[src/rtl/pia_pkg.sv]
// Shared types and helpers for the PIA input-handshake byte transmitter.
package pia_pkg;

    localparam int unsigned PIA_DATA_W = 8;

    typedef enum logic [1:0] {
        StIdle,
        StSetup,
        StStrobe,
        StWaitAck
    } pia_tx_state_e;

    // Idle CA1 level is the opposite of the active level.
    function automatic logic ca1_idle_level(input bit active_high);
        return ~active_high;
    endfunction

endpackage

[src/rtl/pia_tx_fifo.sv]
// Synchronous byte FIFO with count-based full/empty flags.
module pia_tx_fifo
    import pia_pkg::*;
#(
    parameter int unsigned DEPTH = 4
) (
    input  logic                  clk,
    input  logic                  reset_n,
    input  logic                  push,
    input  logic                  pop,
    input  logic [PIA_DATA_W-1:0] wdata,
    output logic [PIA_DATA_W-1:0] rdata,
    output logic                  full,
    output logic                  empty
);

    localparam int unsigned AW = $clog2(DEPTH);

    logic [PIA_DATA_W-1:0] mem [DEPTH];
    logic [AW-1:0]         wptr_q, rptr_q;
    logic [AW:0]           count_q;
    logic                  do_push, do_pop;

    assign full    = (count_q == (AW+1)'(DEPTH));
    assign empty   = (count_q == '0);
    assign do_push = push & ~full;
    assign do_pop  = pop & ~empty;
    assign rdata   = mem[rptr_q];

    always_ff @(posedge clk) begin
        if (do_push) begin
            mem[wptr_q] <= wdata;
        end
    end

    always_ff @(posedge clk or negedge reset_n) begin
        if (!reset_n) begin
            wptr_q  <= '0;
            rptr_q  <= '0;
            count_q <= '0;
        end else begin
            if (do_push) begin
                wptr_q <= wptr_q + 1'b1;
            end
            if (do_pop) begin
                rptr_q <= rptr_q + 1'b1;
            end
            // Simultaneous push and pop leave the count unchanged.
            if (do_push && !do_pop) begin
                count_q <= count_q + 1'b1;
            end else if (do_pop && !do_push) begin
                count_q <= count_q - 1'b1;
            end
        end
    end

endmodule

[src/rtl/pia_handshake_tx.sv]
// Byte transmitter into a 6820-style PIA port A: strobes CA1, waits for a CA2 falling edge.
// Optional ack watchdog enabled by defining PIA_TX_TIMEOUT_EN.
module pia_handshake_tx
    import pia_pkg::*;
#(
    parameter int unsigned DEPTH           = 4,
    parameter int unsigned SETUP_CYCLES    = 2,
    parameter int unsigned STROBE_CYCLES   = 4,
    parameter bit          CA1_ACTIVE_HIGH = 1'b0,
    parameter int unsigned TIMEOUT_CYCLES  = 1024
) (
    input  logic                  clk,
    input  logic                  reset_n,
    input  logic [PIA_DATA_W-1:0] s_data,
    input  logic                  s_valid,
    output logic                  s_ready,
    output logic [PIA_DATA_W-1:0] pa_o,
    output logic                  ca1_o,
    input  logic                  ca2_i,
    output logic                  busy,
    output logic                  timeout_o
);

    // Counter is sized for the watchdog limit too, so both builds share one parameter set.
    localparam int unsigned MAX_SS  = (SETUP_CYCLES > STROBE_CYCLES) ? SETUP_CYCLES : STROBE_CYCLES;
    localparam int unsigned CNT_MAX = (MAX_SS > TIMEOUT_CYCLES) ? MAX_SS : TIMEOUT_CYCLES;
    localparam int unsigned CNT_W   = $clog2(CNT_MAX) + 1;
    localparam logic        CA1_IDLE = ca1_idle_level(CA1_ACTIVE_HIGH);

    pia_tx_state_e         state_q, state_d;
    logic [CNT_W-1:0]      cnt_q, cnt_d;
    logic [PIA_DATA_W-1:0] pa_q, fifo_rdata;
    logic                  fifo_full, fifo_empty, pop;
    logic                  ca2_meta_q, ca2_sync_q, ca2_prev_q, ca2_fall_q;

    assign s_ready = ~fifo_full;
    assign pa_o    = pa_q;

    pia_tx_fifo #(
        .DEPTH (DEPTH)
    ) u_fifo (
        .clk     (clk),
        .reset_n (reset_n),
        .push    (s_valid & ~fifo_full),
        .pop     (pop),
        .wdata   (s_data),
        .rdata   (fifo_rdata),
        .full    (fifo_full),
        .empty   (fifo_empty)
    );

    // ca2 is asynchronous; the registered fall pulse is the only thing the FSM sees.
    always_ff @(posedge clk or negedge reset_n) begin
        if (!reset_n) begin
            ca2_meta_q <= 1'b1;
            ca2_sync_q <= 1'b1;
            ca2_prev_q <= 1'b1;
            ca2_fall_q <= 1'b0;
        end else begin
            ca2_meta_q <= ca2_i;
            ca2_sync_q <= ca2_meta_q;
            ca2_prev_q <= ca2_sync_q;
            ca2_fall_q <= ca2_prev_q & ~ca2_sync_q;
        end
    end

    always_ff @(posedge clk or negedge reset_n) begin
        if (!reset_n) begin
            state_q <= StIdle;
        end else begin
            state_q <= state_d;
        end
    end

`ifdef PIA_TX_TIMEOUT_EN
    logic tmo_d, timeout_q;
`endif

    always_comb begin
        state_d = state_q;
        cnt_d   = cnt_q;
        pop     = 1'b0;
`ifdef PIA_TX_TIMEOUT_EN
        tmo_d   = 1'b0;
`endif
        unique case (state_q)
            StIdle: begin
                if (!fifo_empty) begin
                    pop     = 1'b1;
                    state_d = StSetup;
                    cnt_d   = CNT_W'(SETUP_CYCLES - 1);
                end
            end
            StSetup: begin
                if (cnt_q == '0) begin
                    state_d = StStrobe;
                    cnt_d   = CNT_W'(STROBE_CYCLES - 1);
                end else begin
                    cnt_d = cnt_q - 1'b1;
                end
            end
            StStrobe: begin
                if (cnt_q == '0) begin
                    state_d = StWaitAck;
`ifdef PIA_TX_TIMEOUT_EN
                    cnt_d   = CNT_W'(TIMEOUT_CYCLES - 1);
`else
                    cnt_d   = '0;
`endif
                end else begin
                    cnt_d = cnt_q - 1'b1;
                end
            end
            StWaitAck: begin
                if (ca2_fall_q) begin
                    state_d = StIdle;
`ifdef PIA_TX_TIMEOUT_EN
                end else if (cnt_q == '0) begin
                    state_d = StIdle;
                    tmo_d   = 1'b1;
                end else begin
                    cnt_d = cnt_q - 1'b1;
`endif
                end
            end
            default: state_d = StIdle;
        endcase
    end

    always_comb begin
        ca1_o = (state_q == StStrobe) ? ~CA1_IDLE : CA1_IDLE;
        busy  = (state_q != StIdle) | ~fifo_empty;
    end

    always_ff @(posedge clk or negedge reset_n) begin
        if (!reset_n) begin
            cnt_q <= '0;
            pa_q  <= '0;
        end else begin
            cnt_q <= cnt_d;
            if (pop) begin
                pa_q <= fifo_rdata;
            end
        end
    end

`ifdef PIA_TX_TIMEOUT_EN
    always_ff @(posedge clk or negedge reset_n) begin
        if (!reset_n) begin
            timeout_q <= 1'b0;
        end else begin
            timeout_q <= tmo_d;
        end
    end
    assign timeout_o = timeout_q;
`else
    assign timeout_o = 1'b0;
`endif

endmodule

[config.mk]
export PLATFORM = sky130hd
export DESIGN_NAME = pia_handshake_tx
export DESIGN_NICKNAME = d
export VERILOG_FILES = /design/src/rtl/pia_pkg.sv /design/src/rtl/pia_tx_fifo.sv /design/src/rtl/pia_handshake_tx.sv
export SDC_FILE = /design/constraint.sdc
export NUM_CORES = 1
export LEC_CHECK = 0
export BUFFER_PORTS_ARGS = -buffer_cell sky130_fd_sc_hd__buf_2
export CAP_MARGIN = 0
export CELL_PAD_IN_SITES_DETAIL_PLACEMENT = 1
export CELL_PAD_IN_SITES_GLOBAL_PLACEMENT = 2
export CORE_MARGIN = 4
export CORE_UTILIZATION = 40
export CTS_BUF_LIST = sky130_fd_sc_hd__clkbuf_8
export DETAILED_ROUTE_END_ITERATION = 10
export HOLD_SLACK_MARGIN = 0.02
export PLACE_DENSITY_LB_ADDON = 0.1
export SYNTH_ARGS = -nofsm -noshare
export SYNTH_HDL_FRONTEND = slang
export SYNTH_HIERARCHICAL = 1
export SYNTH_SLANG_ARGS = --single-unit
[constraint.sdc]
create_clock -name clk -period 6.8 [get_ports clk]
set_input_delay 2.04 -clock clk [delete_from_list [all_inputs] [get_ports clk]]
set_output_delay 2.04 -clock clk [all_outputs]
set_load 0.02 [all_outputs]
Yosys cells after proc, flatten, opt, wreduce, memory -nomap -nowiden
Memories as Yosys holds them, arrays and structs flattened. A register that Yosys moved wholly into a read port is not among the register bits. Cells that the tools add are included.

Bitwise gates (word level): 8. $add $sub $neg: 5. Mux-type cells: 16. Equal/unequal tests: 8. Reductions and logical operators: 13.

Operator list (number): 11-bit two-way mux (3); 11-bit one-hot mux with 3 select lines (1); 11-bit zero test (1); 11-bit by 1-bit subtractor with 11-bit output (second input constant) (1); 2-bit two-way mux (4); 2-bit != test (second input constant) (4); 2-bit one-hot mux with 4 select lines (1); 3-bit two-way mux (2); 1-bit two-way mux (5); 2-bit by 1-bit adder with 2-bit output (second input constant) (2); 1-bit AND (4); 2-bit equality test (second input constant) (2); 4-bit AND reduction (1); 2-bit nonzero test (2); 3-bit by 1-bit adder with 3-bit output (second input constant) (1); 3-bit equality test (second input constant) (1); 1-bit zero test (3); 3-bit zero test (1); 1-bit inverter (3); 3-bit nonzero test (1); 3-bit by 1-bit subtractor with 3-bit output (second input constant) (1); 2-bit by 1-bit equality test with 1-bit output (second input constant) (1); 1-bit logical AND (2); 2-bit zero test (1); other kinds (2) (2).

Logic and storage cells: 60. Input bits: 12. Output and inout bits: 12. RAM bits: 32. Memories kept: 1. Register bits after elaboration: 24.

Memory list: u_fifo.mem (depth 4, width 8, rd ports 1, clocked after memory_dff 1, write ports 1, RTL line pia_tx_fifo.sv:19) `logic [PIA_DATA_W-1:0] mem [DEPTH];`.

Longest topological paths before layout
Gate-level depths: netlist of run 1.

Word-level depth: 8. Gate-level depth with buffers: 11. Mapped depth without buffers: 10.

Hierarchy
The synthesis of run 1 kept the hierarchy.

Modules (own cells, without submodules): pia_tx_fifo (cells an instance 78, area each 1575.3 um2, sequential area each 1136.1 um2, instances 1); pia_handshake_tx (cells an instance 114, area each 1265.0 um2, sequential area each 629.4 um2, instances 1).

Least setup slack after synthesis of run 1
OpenSTA, ideal clock, no wires.

Path kind: input -> register. Start: input s_valid. End: register u_fifo.count_q[2]. Library setup time: 0.079 ns. Path buffers: 1. Data required time: 6.721 ns. Stages: 9. Data arrival time: 3.373 ns. Setup slack: 3.348 ns. Path through: nor2b_1 nor2b_1 buf_6 ha_1 inv_1 fa_1 xor2_1 nor2_1 xor2_1.

Longest elaborated chain between the ends: 5. Elaborated cells between the ends (all ways): 7. Classes of those cells: 1 x mux; 2 x bitwise; 4 x reduce/logical.

RTL lines: start, declared (RTL line pia_handshake_tx.sv:15) `input logic s_valid,`; 1-bit AND * (RTL line pia_handshake_tx.sv:44) `.push (s_valid & ~fifo_full),`; 1-bit AND * (RTL line pia_tx_fifo.sv:26) `assign do_push = push & ~full;`; named net u_fifo.do_push (RTL line pia_tx_fifo.sv:22) `logic do_push, do_pop;`; 1-bit zero test (RTL line pia_tx_fifo.sv:51) `end else if (do_pop && !do_push) begin`; 1-bit logical AND (RTL line pia_tx_fifo.sv:51); 2-bit nonzero test (no source line); end signal, assigned (RTL line pia_tx_fifo.sv:50) `count_q <= count_q + 1'b1;`; end signal, assigned (RTL line pia_tx_fifo.sv:52) `count_q <= count_q - 1'b1;`; end, declared (RTL line pia_tx_fifo.sv:21) `logic [AW:0] count_q;`.

Mark *: on every way through the listed nets, which the timed path passes. The rest lies on a longest branch. A chain may end at the register's enable or synchronous reset.

Final worst setup path of run 1
Start: register u_fifo.count_q[0]. End: output busy.

Longest elaborated chain between the ends: 3.

RTL lines: 3-bit zero test (RTL line pia_tx_fifo.sv:25) `assign empty = (count_q == '0);`; named net fifo_empty (RTL line pia_handshake_tx.sv:33) `logic fifo_full, fifo_empty, pop;`; 1-bit inverter (RTL line pia_handshake_tx.sv:132) `busy = (state_q != StIdle) | ~fifo_empty;`; 1-bit OR (RTL line pia_handshake_tx.sv:132); end, declared (RTL line pia_handshake_tx.sv:20) `output logic busy,`.

The timed path passes the listed nets, and every way through them passes these cells.

==> flow_metrics.tcl, run 1 <==
set metrics [dict create \
    share_seq_of_total_power_pct 39.1 \
    drtAntennaViolNets 0 \
    worst_slew_pin_slew_ns 0.977 \
    synth_warnings 6 \
    worst_setup_path_start_kind "flip-flop" \
    end_kind "output port" \
    postCtsHoldBufs 0 \
    seqCellArea_sq_um 1770 \
    grt_pass1_vias 1783 \
    layout-drive-gt1-share_pct 29.6 \
    ys_seq_elements 64 \
    finalHoldViolations 0 \
    status "finished, final reports clean" \
    hold_ws_ns 0.360 \
    fp-row-count 30 \
    p_comb_share_pct 41.4 \
    start_util_pct 41.6 \
    seq_area_frac_synth_pct 62.2 \
    grtUsageTotal_pct 13.9 \
    antenna_found_initial 0 \
    vdd_ir_drop_max_uv 185 \
    hold_path_depth 0 \
    clk_latency_ns 0.33 \
    cts_buffer_depth 2 \
    worstSetupPathType "reg -> out" \
    post-place-ws_ns 2.91 \
    vias_per_cell 5.06 \
    cp.arrival_ns 1.65 \
    grt_pass1_wl_mm 8.92 \
    fin_crit_sh_pct 54.3 \
    ctsRootBufferMaster "clkbuf_8" \
    place_congestion 0.714 \
    fmax_mhz 271 \
    design_area_sq_um 3220 \
    drt-pass1-iter-count 3 \
    multi_input_area_sq_um 992 \
    syn_avg_cell_area_sq_um 14.8 \
    async_reset_ff_share_pct 50.0 \
    p_clk_share_pct 19.5 \
    p_sw_w 0.000613 \
    hold_class "reg -> reg" \
    die_area_sq_um 8510 \
    layout.nets 243 \
    setup_violations 0 \
    drv_slew 0 \
    fin_skew_ns 0.00505 \
    rsz0062_at_grt "false" \
    cts_sinks 64 \
    synth_cells 192 \
    core-area_sq_um 6830 \
    synth_area_sq_um 2840 \
    port_buffers 22 \
    timing.final.ws_setup_ns 3.11 \
    ios 24 \
    final_util_pct 47.2 \
    synth-edff-count 32 \
    routed_wl_mm 5.37 \
    ctsResizeCount 0 \
    r2r_cells 8 \
    cts_max_level 3 \
    syn_to_final_growth_pct 13.5 \
    cts.clk_slew.worst_paths_ns 0.07 \
    p_sw_share_pct 38.0 \
    postCtsSetupBuffers 0 \
    diodes 0 \
    drt-initial-drc-count 59 \
    synth_fp_nets 217 \
    yosysUniqueCellTypes 46 \
    post_dp_cell_area_sq_um 3030 \
    p_leak_nw 1.29 \
    p_int_w 0.00100 \
    cts_buffers 9 \
    slew_headroom_pct 34.7 \
    grt_max_degree 33 \
    max-cap-violations 0 \
    fin_tns_setup_ns 0 \
    cts_tree "yes" \
    n_fill_cell 720 \
    synth_flop_cell "edfxtp_1" \
    via_count 1613 \
    drc 0 \
    die_w_microns 92.3 \
    grt.overflow.total 0 \
    detail_route.wl_per_cell_microns 16.8 \
    hpwl_mm 3.75 \
    critPathRequiredTime_ns 4.76 \
    cp_max_fo 9 \
    fin_crit_ns 3.69 \
    die_h_microns 92.3 \
    powerDensity_nw_per_um2 501 \
]
==> path summary, 6_finish.rpt <==
kind	slack [ns]	from	end
setup / recovery	3.11	u_fifo/count_q[0]	busy
min in group asynchronous	1.78	reset_n	pa_o[1]
max in group asynchronous	4.53	reset_n	state_q[1]
hold reg to reg	0.36	ca2_meta_q	ca2_sync_q
setup reg to reg	3.72	state_q[0]	u_fifo/count_q[1]
hold / removal	0.36	ca2_meta_q	ca2_sync_q
==> cell families after synthesis <==
| kind of cell | Yosys count | synth area share (%) |
|---|---|---|
| multiplexers | 22 | 11.9 |
| XOR/XNOR | 10 | 3.08 |
| flip-flops | 64 | 62.2 |
| AND/OR/NAND/NOR | 45 | 8.94 |
| other | 1 | 0.132 |
| AO/OA/AOI/OAI | 19 | 4.89 |
| buffers and inverters | 18 | 2.91 |
| adder cells (fa/ha/maj) | 13 | 5.99 |
==> synth_stat cells, drive strengths merged, types with 3 or more instances <==
master	number	area, sq um
a21oi	4	23.8
nor2b	4	25.0
nand2	7	28.8
or3	3	18.8
and2	5	31.3
a31oi	3	25.0
buf	6	37.5
dfrtp	29	726
edfxtp	32	961
dfstp	3	78.8
nor2	11	43.8
inv	11	41.3
xor2	6	52.6
mux2	11	128
mux4	8	180
nand3	5	25.0
mux2i	3	30.0
o21ai	3	15.0
xnor2	4	35.0
ha	12	150
nor3	3	20.0
==> worst max-delay path: stages, from the launching register on <==
cell and delay (ns):
dfrtp_1 0.44, or3_1 0.44, inv_1 0.10, nand2_2 0.13, buf_2 0.21
==> power by group through the flow <==
| stage | sequential (W) | combinational (W) | clock [W] |
|---|---|---|---|
| after floorplan | 0.000624 | 0.000522 | 0 |
| after CTS | 0.000636 | 0.000681 | 0.000330 |
| final | 0.000631 | 0.000668 | 0.000315 |
| after global placement | 0.000629 | 0.000635 | 0 |
| after global routing | 0.000649 | 0.000743 | 0.000349 |
| after detailed placement | 0.000642 | 0.000677 | 0 |
==> sequential cells by signal, indices dropped and copies added (netlist names) <==
register        cells
u_fifo/mem         32
cnt_q              11
pa_o                8
u_fifo/count_q      3
state_q             2
u_fifo/rptr_q       2
u_fifo/wptr_q       2
ca2_fall_q          1
ca2_meta_q          1
ca2_prev_q          1
ca2_sync_q          1
==> final cells by class <==
| cell class | count | area share [%] |
|---|---|---|
| clock inverter | 7 | 2.21 |
| sequential | 64 | 54.8 |
| inverter | 11 | 1.28 |
| tap | 96 | 3.73 |
| timing repair buffer | 22 | 3.41 |
| clock buffer | 9 | 3.84 |
| multi-input combinational | 110 | 30.8 |
==> routing by layer <==
layer	track usage (%)	vias to the layer above	routed length (microns)
li1	-	749	-
met1	17.1	834	2430
met3	2.63	9	147
met4	6.31	0	90
met5	0	-	0
met2	23.5	21	2710
==> layout by cell type, fill, tap and decap left out, types with 2 or more instances in the layout <==
cell,n
o31ai_1,2
o21ai_0,3
xor2_1,6
buf_2,22
clkbuf_8,9
dfrtp_1,29
clkinvlp_4,3
a21oi_1,3
mux2_2,9
or4_1,2
nor2_1,10
nand3_1,5
and2_1,5
edfxtp_1,32
xnor2_1,4
ha_1,12
a31oi_1,2
mux2i_1,3
dfstp_2,3
o2111ai_1,2
clkinv_2,2
inv_1,11
nor2b_1,4
mux4_2,8
o211ai_1,2
nor3_1,2
nand2_1,6
or3_1,3
==> metrics by stage <==
stage	power, W	std cells
global placement	0.00126	303
CTS	0.00165	319
floorplan	0.00115	192
detailed placement	0.00132	303
global route	0.00174	319
finish	0.00161	319
Note: power is estimated with default switching activity, not from simulation.
==> run 2, diff against run 1 <==
--- a/config.mk
+++ b/config.mk
@@ -5,12 +5,13 @@
 export SDC_FILE = /design/constraint.sdc
 export NUM_CORES = 1
 export LEC_CHECK = 0
+export ABC_AREA = 1
 export BUFFER_PORTS_ARGS = -buffer_cell sky130_fd_sc_hd__buf_2
 export CAP_MARGIN = 0
 export CELL_PAD_IN_SITES_DETAIL_PLACEMENT = 1
 export CELL_PAD_IN_SITES_GLOBAL_PLACEMENT = 2
 export CORE_MARGIN = 4
-export CORE_UTILIZATION = 40
+export CORE_UTILIZATION = 39
 export CTS_BUF_LIST = sky130_fd_sc_hd__clkbuf_8
 export DETAILED_ROUTE_END_ITERATION = 10
 export HOLD_SLACK_MARGIN = 0.02
==> constraint.sdc (replaced) <==
create_clock -name clk -period 3.8 [get_ports clk]
set_input_delay 1.14 -clock clk [delete_from_list [all_inputs] [get_ports clk]]
set_output_delay 1.14 -clock clk [all_outputs]
set_load 0.02 [all_outputs]
==> flow_metrics.tcl, run 2 <==
set metrics [dict create \
    cts.clk_slew.worst_paths_ns 0.08 \
    clk_latency_ns 0.34 \
    cts_sinks 64 \
    drc 0 \
    status "finished, final reports clean" \
    ys_seq_elements 64 \
    r2r_end "u_fifo/count_q[2]" \
    n_fill_cell 927 \
    grt_pass1_vias 2338 \
    finalHoldViolations 0 \
    grt.overflow.total 0 \
    cp.arrival_ns 2.96 \
    ctsResizeCount 0 \
    cts_max_level 3 \
    max-cap-violations 0 \
    min_from "ca2_meta_q" \
    layout-drive-gt1-share_pct 14.4 \
    drtAntennaViolNets 0 \
    fin_crit_ns 2.72 \
    postCtsSetupBuffers 0 \
    r2r_cells 14 \
    grt_pass1_wl_mm 11.3 \
    die_w_microns 97.1 \
    fin_skew_ns 0.00699 \
    postCtsHoldBufs 0 \
    die_area_sq_um 9430 \
    ctsRootBufferMaster "clkbuf_8" \
    synth_top_area_share_pct 31.0 \
    r2r-start "u_fifo/count_q[0]" \
    worst_setup_path_start_kind "flip-flop" \
    fp-row-count 32 \
    timing.final.ws_setup_ns 1.08 \
    end_kind "flip-flop" \
    worst_slew_pin_slew_ns 0.783 \
    p_leak_nw 1.66 \
    layout_commonest_cell "nand2_1" \
    critPathRequiredTime_ns 4.04 \
    cp_num_cells 14 \
    largest_reg_flops 32 \
    path_cells "inv_1, nand3_1, inv_1, inv_1, nand2_1, clkinv_1, nand2_1, ha_1, inv_1, fa_1, nand2_1, nand3_1, nand2_1, nand2_1" \
    fin_crit_sh_pct 71.5 \
    vias_per_cell 4.74 \
    synth_fp_nets 353 \
    synth_common_cells "98 x nand2_1, 55 x inv_1, 32 x edfxtp_1" \
    via_count 2196 \
    layout.nets 381 \
    synth_warnings 6 \
    synth_flop_cell "edfxtp_1" \
    powerDensity_nw_per_um2 870 \
    vdd_ir_drop_max_uv 326 \
    drv_slew 0 \
    slowest_delay_ns 0.43 \
    antenna_found_initial 0 \
    port_buffers 22 \
    seq_area_frac_synth_pct 57.0 \
    cts_tree "yes" \
    grt_max_degree 34 \
    yosys-top-cells-area "edfxtp_1 31%, dfrtp_1 23%, nand2_1 12%, inv_1 6.7%, ha_1 4.9%" \
    syn_avg_cell_area_sq_um 9.44 \
    diodes 0 \
    crit_top_cell "nand2_1" \
    worst-path-buf-inv 5 \
    fmax_mhz 368 \
    slew_headroom_pct 47.6 \
    crit_family "simple AND/OR/NAND/NOR gates" \
    drt-pass1-iter-count 4 \
    cts_buffer_depth 2 \
    rsz0062_at_grt "false" \
    post-place-ws_ns 1.04 \
    synth-edff-count 32 \
    drt-initial-drc-count 63 \
    crit_slowest_cell "dfrtp_1" \
    min_to "ca2_sync_q" \
    cts_buffers 9 \
    start_util_pct 40.1 \
    setup_violations 0 \
    cp_max_fo 11 \
    hpwl_mm 4.75 \
    top_register "u_fifo/mem" \
    synth_area_sq_um 3100 \
    core-area_sq_um 7730 \
    yosysUniqueCellTypes 29 \
    synth_most_common_cell "nand2_1" \
    fin_tns_setup_ns 0 \
    hold_path_depth 0 \
    syn_to_final_growth_pct 12.0 \
    synth_cells 328 \
    place_congestion 0.720 \
    yosys.area.top_type "edfxtp_1" \
    async_reset_ff_share_pct 50.0 \
    r2r_slack_ns 1.08 \
    die_h_microns 97.1 \
    hold_class "reg -> reg" \
    detail_route.wl_per_cell_microns 14.1 \
    worstSetupPathType "reg -> reg" \
    grtUsageTotal_pct 15.0 \
    ios 24 \
    final_cell_mix "98 x nand2_1, 55 x inv_1, 32 x edfxtp_1" \
    routed_wl_mm 6.53 \
]
[run 2: changes by cell type in the layout (fill, tap and decap cells not counted), sizes merged, moves of 5 or more]
cell / before / now
inv: 12 / 61
mux4: 8 / 0
o211ai: 2 / 16
nand3: 5 / 18
and2: 5 / 0
mux2: 11 / 0
nor2: 11 / 25
nand2: 7 / 99
[run 2: worst max-delay path by stage]
stage | from | to
6_report | u_fifo/count_q[0] | u_fifo/count_q[2]
5_1_grt | u_fifo/count_q[1] | u_fifo/count_q[2]
3_5_place_dp | u_fifo/count_q[0] | u_fifo/count_q[2]
2_1_floorplan | s_valid | u_fifo/count_q[2]
4_1_cts | u_fifo/count_q[0] | u_fifo/count_q[2]
3_3_place_gp | s_valid | u_fifo/count_q[2]
[run 2: cell families (layout without fill, tap and decap cells)]
group	after synthesis	in the layout	synth area share, %
compound gates	32	32	6.87
xor+xnor	8	8	2.26
fa+ha+maj	13	13	5.50
buf+inv	65	98	9.18
flops	64	64	57.0
other cells	1	1	0.121
simple gates	145	145	19.0
[run 2: per-layer routing]
layer	track usage, %	wire length [microns]
met5	0	0
met4	4.86	101
met1	20.1	3200
met3	3.73	207
met2	23.9	3020
[run 2: area by class of cell]
type	instances	area [sq um]	share of cell area, %
clock buffer	10	138	3.97
clock inverter	6	50.0	1.44
inverter	59	221	6.39
multi-input combinational	199	1050	30.2
sequential	64	1770	50.9
tap	102	128	3.68
timing repair buffer	23	118	3.39
[run 2: power by group]
part           total, W  internal, W  leakage (nW)  switching, W
clock network  0.000555     0.000262        0.0899      0.000293
logic           0.00137     0.000443         0.881      0.000931
registers       0.00108     0.000944         0.691      0.000141
[run 2: per-stage QoR]
stage	total power (W)	cell area [sq um]	hold slack, ns	util, %	instances
after CTS	0.00308	3470	0.362	44.9	463
after global routing	0.00331	3470	0.368	44.9	463
after global placement	0.00246	3280	0.347	42.4	447
final	0.00301	3470	0.361	44.9	463
after floorplan	0.00215	3100	0.345	-	328
after detailed placement	0.00251	3280	0.350	42.4	447
